**config.mk**
```make
export PLATFORM = sky130hd
export DESIGN_NAME = simple_core_mc
export DESIGN_NICKNAME = d
export VERILOG_FILES = /design/src/rtl/simple_core_pkg.sv /design/src/rtl/simple_core_regfile.sv /design/src/rtl/simple_core_mc.sv
export SDC_FILE = /design/constraint.sdc
export NUM_CORES = 1
export LEC_CHECK = 0
export ABC_AREA = 1
export BUFFER_PORTS_ARGS = -buffer_cell sky130_fd_sc_hd__buf_2
export CORE_MARGIN = 2
export CORE_UTILIZATION = 55
export DETAILED_ROUTE_END_ITERATION = 12
export PLACE_DENSITY = 0.9
export SYNTH_ARGS = -nofsm -noshare
export SYNTH_HDL_FRONTEND = slang
export SYNTH_SLANG_ARGS = --single-unit
```
**constraint.sdc**
```tcl
create_clock -name clk -period 3.2 [get_ports clk]
set_clock_uncertainty 0.2 [all_clocks]
set_input_delay 0.32 -clock clk [delete_from_list [all_inputs] [get_ports clk]]
set_output_delay 0.32 -clock clk [all_outputs]
set_load 0.01 [all_outputs]
```
**src/rtl/simple_core_pkg.sv**
```systemverilog
// Shared definitions for the simple_core_mc multi-cycle core: opcodes, FSM
// states and instruction field extraction for any register-address width.
package simple_core_pkg;

    localparam logic [1:0] OP_ADD   = 2'b00;
    localparam logic [1:0] OP_LOAD  = 2'b01;
    localparam logic [1:0] OP_STORE = 2'b10;
    localparam logic [1:0] OP_HALT  = 2'b11;

    typedef enum logic [1:0] {
        ST_FETCH,
        ST_EXEC,
        ST_MEM,
        ST_HALT
    } state_e;

    // Widest instruction word / register field the helpers can slice.
    localparam int unsigned INSTR_MAX_W = 32;
    localparam int unsigned FIELD_MAX_W = 8;

    function automatic logic [1:0] instr_op(input logic [INSTR_MAX_W-1:0] instr,
                                            input int unsigned            reg_aw);
        logic [INSTR_MAX_W-1:0] sh;
        sh = instr >> (3 * reg_aw);
        return sh[1:0];
    endfunction

    // slot 2 = rd, slot 1 = rs1, slot 0 = rs2
    function automatic logic [FIELD_MAX_W-1:0] instr_field(input logic [INSTR_MAX_W-1:0] instr,
                                                           input int unsigned            reg_aw,
                                                           input int unsigned            slot);
        logic [INSTR_MAX_W-1:0] sh;
        logic [INSTR_MAX_W-1:0] mask;
        sh   = instr >> (slot * reg_aw);
        mask = (INSTR_MAX_W'(1) << reg_aw) - INSTR_MAX_W'(1);
        sh   = sh & mask;
        return sh[FIELD_MAX_W-1:0];
    endfunction

    function automatic logic [FIELD_MAX_W-1:0] instr_rd(input logic [INSTR_MAX_W-1:0] instr,
                                                        input int unsigned            reg_aw);
        return instr_field(instr, reg_aw, 2);
    endfunction

    function automatic logic [FIELD_MAX_W-1:0] instr_rs1(input logic [INSTR_MAX_W-1:0] instr,
                                                         input int unsigned            reg_aw);
        return instr_field(instr, reg_aw, 1);
    endfunction

    function automatic logic [FIELD_MAX_W-1:0] instr_rs2(input logic [INSTR_MAX_W-1:0] instr,
                                                         input int unsigned            reg_aw);
        return instr_field(instr, reg_aw, 0);
    endfunction

endpackage

```
**src/rtl/simple_core_regfile.sv**
```systemverilog
// NREG x DATA_W register file: two combinational read ports, one synchronous
// write port; a write lands at the clock edge, so same-cycle reads see old data.
module simple_core_regfile #(
    parameter int DATA_W = 8,
    parameter int REG_AW = 2
) (
    input  logic              clk,
    input  logic              rst,
    input  logic [REG_AW-1:0] rs1_addr_i,
    input  logic [REG_AW-1:0] rs2_addr_i,
    output logic [DATA_W-1:0] rs1_data_o,
    output logic [DATA_W-1:0] rs2_data_o,
    input  logic              we_i,
    input  logic [REG_AW-1:0] waddr_i,
    input  logic [DATA_W-1:0] wdata_i
);

    localparam int NREG = 2 ** REG_AW;

    logic [DATA_W-1:0] regs_q [NREG];

    // NOTE: this array is architectural state that must read as zero after reset,
    // so it is reset in full; that keeps it in flops rather than a RAM macro.
    always_ff @(posedge clk) begin
        if (rst) begin
            for (int i = 0; i < NREG; i++) begin
                regs_q[i] <= '0;
            end
        end else if (we_i) begin
            regs_q[waddr_i] <= wdata_i;
        end
    end

    assign rs1_data_o = regs_q[rs1_addr_i];
    assign rs2_data_o = regs_q[rs2_addr_i];

endmodule

```
**src/rtl/simple_core_mc.sv**
```systemverilog
// Multi-cycle SimpleCPU core: FETCH/EXEC/MEM/HALT FSM, PC and ALU, with
// req/valid instruction fetch and req/ready data access.
module simple_core_mc
    import simple_core_pkg::*;
#(
    parameter int DATA_W   = 8,
    parameter int REG_AW   = 2,
    parameter int PC_W     = 4,
    parameter int PROG_LEN = 6,
    parameter int DMEM_AW  = 4
) (
    input  logic                  clk,
    input  logic                  rst,
    output logic                  imem_req,
    output logic [PC_W-1:0]       imem_addr,
    input  logic [2+3*REG_AW-1:0] imem_rdata,
    input  logic                  imem_valid,
    output logic                  dmem_req,
    output logic                  dmem_we,
    output logic [DMEM_AW-1:0]    dmem_addr,
    output logic [DATA_W-1:0]     dmem_wdata,
    input  logic [DATA_W-1:0]     dmem_rdata,
    input  logic                  dmem_ready,
    output logic [PC_W-1:0]       pc,
    output logic                  carry,
    output logic                  halted
);

    localparam int IW = 2 + 3 * REG_AW;

    state_e            state_q, state_d;
    logic [PC_W-1:0]   pc_q, pc_d;
    logic [IW-1:0]     ir_q, ir_d;
    logic              carry_q, carry_d;
    logic              boot_q;

    logic [1:0]        op;
    logic [REG_AW-1:0] rd_idx, rs1_idx, rs2_idx;
    logic [DATA_W-1:0] rs1_data, rs2_data;
    logic [DATA_W:0]   sum;
    logic [PC_W-1:0]   pc_adv;
    logic              rf_we;
    logic [DATA_W-1:0] rf_wdata;

    assign op      = instr_op(INSTR_MAX_W'(ir_q), REG_AW);
    assign rd_idx  = REG_AW'(instr_rd(INSTR_MAX_W'(ir_q), REG_AW));
    assign rs1_idx = REG_AW'(instr_rs1(INSTR_MAX_W'(ir_q), REG_AW));
    assign rs2_idx = REG_AW'(instr_rs2(INSTR_MAX_W'(ir_q), REG_AW));

    simple_core_regfile #(
        .DATA_W(DATA_W),
        .REG_AW(REG_AW)
    ) u_regfile (
        .clk       (clk),
        .rst       (rst),
        .rs1_addr_i(rs1_idx),
        .rs2_addr_i(rs2_idx),
        .rs1_data_o(rs1_data),
        .rs2_data_o(rs2_data),
        .we_i      (rf_we),
        .waddr_i   (rd_idx),
        .wdata_i   (rf_wdata)
    );

    assign sum    = {1'b0, rs1_data} + {1'b0, rs2_data};
    assign pc_adv = (pc_q == PC_W'(PROG_LEN - 1)) ? '0 : pc_q + 1'b1;

    // NOTE: every output of this block is given a default first, so no path
    // through the case statement can leave a signal unassigned and infer a latch.
    always_comb begin
        state_d  = state_q;
        pc_d     = pc_q;
        ir_d     = ir_q;
        carry_d  = carry_q;
        rf_we    = 1'b0;
        rf_wdata = sum[DATA_W-1:0];
        imem_req = 1'b0;
        dmem_req = 1'b0;
        dmem_we  = 1'b0;

        unique case (state_q)
            ST_FETCH: begin
                // The first cycle out of reset issues no request.
                imem_req = !boot_q;
                if (!boot_q && imem_valid) begin
                    ir_d    = imem_rdata;
                    state_d = ST_EXEC;
                end
            end
            ST_EXEC: begin
                unique case (op)
                    OP_ADD: begin
                        rf_we   = 1'b1;
                        carry_d = sum[DATA_W];
                        pc_d    = pc_adv;
                        state_d = ST_FETCH;
                    end
                    OP_LOAD, OP_STORE: state_d = ST_MEM;
                    default:           state_d = ST_HALT;
                endcase
            end
            ST_MEM: begin
                dmem_req = 1'b1;
                dmem_we  = (op == OP_STORE);
                if (dmem_ready) begin
                    if (op == OP_LOAD) begin
                        rf_we    = 1'b1;
                        rf_wdata = dmem_rdata;
                    end
                    pc_d    = pc_adv;
                    state_d = ST_FETCH;
                end
            end
            default: ;
        endcase
    end

    always_ff @(posedge clk) begin
        if (rst) begin
            state_q <= ST_FETCH;
            pc_q    <= '0;
            ir_q    <= '0;
            carry_q <= 1'b0;
            boot_q  <= 1'b1;
        end else begin
            state_q <= state_d;
            pc_q    <= pc_d;
            ir_q    <= ir_d;
            carry_q <= carry_d;
            boot_q  <= 1'b0;
        end
    end

    assign imem_addr  = pc_q;
    assign dmem_addr  = rs1_data[DMEM_AW-1:0];
    assign dmem_wdata = rs2_data;
    assign pc         = pc_q;
    assign carry      = carry_q;
    assign halted     = (state_q == ST_HALT);

endmodule

```
==> results_dict.tcl <==
set metrics [dict create \
    finalCritPeriodShare 0.868 \
    synth_adder_area_share 0.0591 \
    synthXorXnorAreaFrac 0.00608 \
    grt_max_degree 17 \
    start_util 0.567 \
    drive_above_1_share 0.173 \
    setup_ws_ns 0.421 \
    path_clk_slew_ns 0.10 \
    synth_compound_area_frac 0.143 \
    dr_wl_met2_microns 3070 \
    syn_inst 351 \
    fmax_ghz 0.360 \
    wl_per_cell_microns 14.5 \
    grt_pass1_wl_microns 10600 \
    power_density_nw_per_um2 474 \
    track_usage 0.233 \
    multi_input_area_sq_um 1310 \
    cp-end-kind "flip-flop" \
    p_comb_frac 0.242 \
    cts-root-buf "clkbuf_8" \
    cp_common_cell "nand3_1" \
    gr-total-overflow 0 \
    worst_ep_arrival_time_ns 2.65 \
    finalInstanceArea_sq_um 3240 \
    peakVddDrop_v 0.000350 \
    final-setup-viol-count 0 \
    seq_area_frac_synth 0.473 \
    min_period_ns 2.78 \
    hold_path_class "in2reg" \
    worstSetupPathType "reg2reg" \
    m1WireLength_microns 2850 \
    place_congestion 0.952 \
    yosysUniqueCellTypes 30 \
    synth.yosys.warnings 0 \
    pre_cts_ws_ns 0.492 \
    syn_nets 384 \
    cap_violations 0 \
    internal_power_uw 1060 \
    required_ns 3.07 \
    hpwlAfterDp_microns 4950 \
    placeableCoreArea_sq_um 5070 \
    holdPathStages 1 \
    cts_setup_buffers 0 \
    seq_area_sq_um 1360 \
    cp_max_fo 16 \
    pwr-share-seq 0.506 \
    layout_common_cells "nor2_1, nand2_1, buf_2" \
    power_leakage_uw 0.00148 \
    ff2ff_path_depth 11 \
    place_area_sq_um 3140 \
    met3_length_microns 657 \
    synth_simple_gate_area_share 0.239 \
    maxSlewHeadroom 0.703 \
    fp.dieH_microns 76.4 \
    synth_top_family_by_area "simple AND/OR/NAND/NOR gates" \
    port_buffers 44 \
    viasPerCell 5.55 \
    first_global_vias 2188 \
    status "finished, final reports clean" \
    cts_buffers 5 \
    async_flop_share 0 \
    synth_top_flop_cell "edfxtp_1" \
    dieArea_sq_um 5830 \
    cp-start-kind "flip-flop" \
    p_clk_frac 0.252 \
    cts_max_path_buffers 2 \
    area_growth_pct 12.5 \
    via_count 2573 \
    critPathSlowestCell "dfxtp_1" \
    antenna_found_initial 0 \
    muxShareOfSynthArea 0.00695 \
    htreeDepth 2 \
    whs_ns 0.0305 \
    num_antenna_cells 0 \
    final_common_cell "nor2_1" \
    avgSynthCellArea_sq_um 8.20 \
    cpPeakStageDelay_ns 0.49 \
    worst_pin_slew_ns 0.446 \
    synth_top_cell_area_share 0.334 \
    switching_share 0.311 \
    rows 26 \
    pin_count 45 \
    synthTopCellsByArea "edfxtp_1, dfxtp_1, nor2_1, o21ai_0, nand2_1" \
    ant_nets 0 \
    fin_nets 426 \
    rsz0062_at_grt "false" \
    first_pass_iters 5 \
    synth_edf_count 32 \
    ctsResizeCount 0 \
    hold_viol 0 \
    drv_slew 0 \
    tns_ns 0 \
    yosysTopAreaCell "edfxtp_1" \
    syn_area_sq_um 2880 \
    drc 0 \
    cts_tree "built" \
    die_x_microns 76.4 \
    drtIter0Drc 320 \
    numClockSinks 52 \
    crit_chain "inv_1, o21ai_0, o22ai_1, ha_1, fa_1, nand3_1, nand3_1, nand2_1, nand3_1, nand2_1, nor2_1" \
    topRoutingLayerUsed "met4" \
    fill_cells 438 \
    clock_latency_ns 0.31 \
    routed_wl_microns 6720 \
    synth_seq_cells 52 \
    cts_hold_buf 0 \
    netSwitchingPower_uw 478 \
]
==> cell families (layout without fill, tap and decap cells) <==
kind of cell | count (synthesis) | in the layout
adder cells (fa/ha/maj) | 13 | 13
flip-flops | 52 | 52
multiplexers | 2 | 2
buffers and inverters | 50 | 93
AO/OA/AOI/OAI | 76 | 76
XOR/XNOR | 2 | 2
AND/OR/NAND/NOR | 156 | 156
==> sequential cells by signal, indices dropped and copies added, names as in the netlist, named ones only <==
| name | flops |
|---|---|
| boot_q | 1 |
| carry | 1 |
| imem_addr | 4 |
| ir_q | 8 |
| state_q | 2 |
| u_regfile.regs_q | 32 |
==> worst max-delay path: cells and delay by family (launching register included) <==
kind                       cells  cell delay [ns]
AOI/OAI and AO/OA              2             0.35
DFF                            1             0.49
buffers and inverters          1             0.28
adders and majority gates      2             0.66
and+or+nand+nor                6             0.55
==> power by group through the flow <==
stage	sequential (uW)	combinational, uW	clock (uW)
floorplan	785	265	0
global placement	790	358	0
detailed placement	791	367	0
CTS	776	368	395
global route	781	414	418
finish	777	372	387
==> synthesized netlist by cell type (all sizes together), types with 2 or more instances <==
cell     n
nor2    76
nand2   52
o21ai   40
inv     38
edfxtp  32
dfxtp   20
nand3   19
a21oi   17
o22ai   16
ha      12
buf      6
clkbuf   6
nand4    4
mux2i    2
nor3     2
or2      2
==> layout make-up <==
type | count | share of cell area
tap | 70 | 0.0270
inverter | 38 | 0.0440
multi-input combinational | 249 | 0.405
sequential | 52 | 0.420
timing repair buffer | 47 | 0.0750
clock buffer | 7 | 0.0267
clock inverter | 1 | 0.00232
==> layer usage <==
layer / vias to the layer above / global-route usage
li1: 1262 / -
met1: 1135 / 0.320
met3: 14 / 0.0403
met2: 162 / 0.369
met5: - / 0
met4: 0 / 0.0945
==> per-stage QoR <==
stage          cells  total power [uW]  utilization
6_report         464              1540        0.638
5_1_grt          464              1610        0.638
4_1_cts          464              1540        0.638
3_5_place_dp     456              1160        0.620
3_3_place_gp     456              1150        0.620
2_1_floorplan    351              1050            -
==> final timing paths <==
kind / endpoint / from / slack, ns
worst max-delay path: u_regfile.regs_q[0][6]$_SDFFCE_PN0P_ / flip-flop / 0.42
worst min-delay path: boot_q$_DFF_P_ / rst / 0.03
worst max register to register: u_regfile.regs_q[0][6]$_SDFFCE_PN0P_ / flip-flop / 0.42
worst min register to register: flip-flop / ir_q[2]$_SDFFE_PP0P_ / 0.28
No activity file was read; power rests on OpenSTA's default activity.
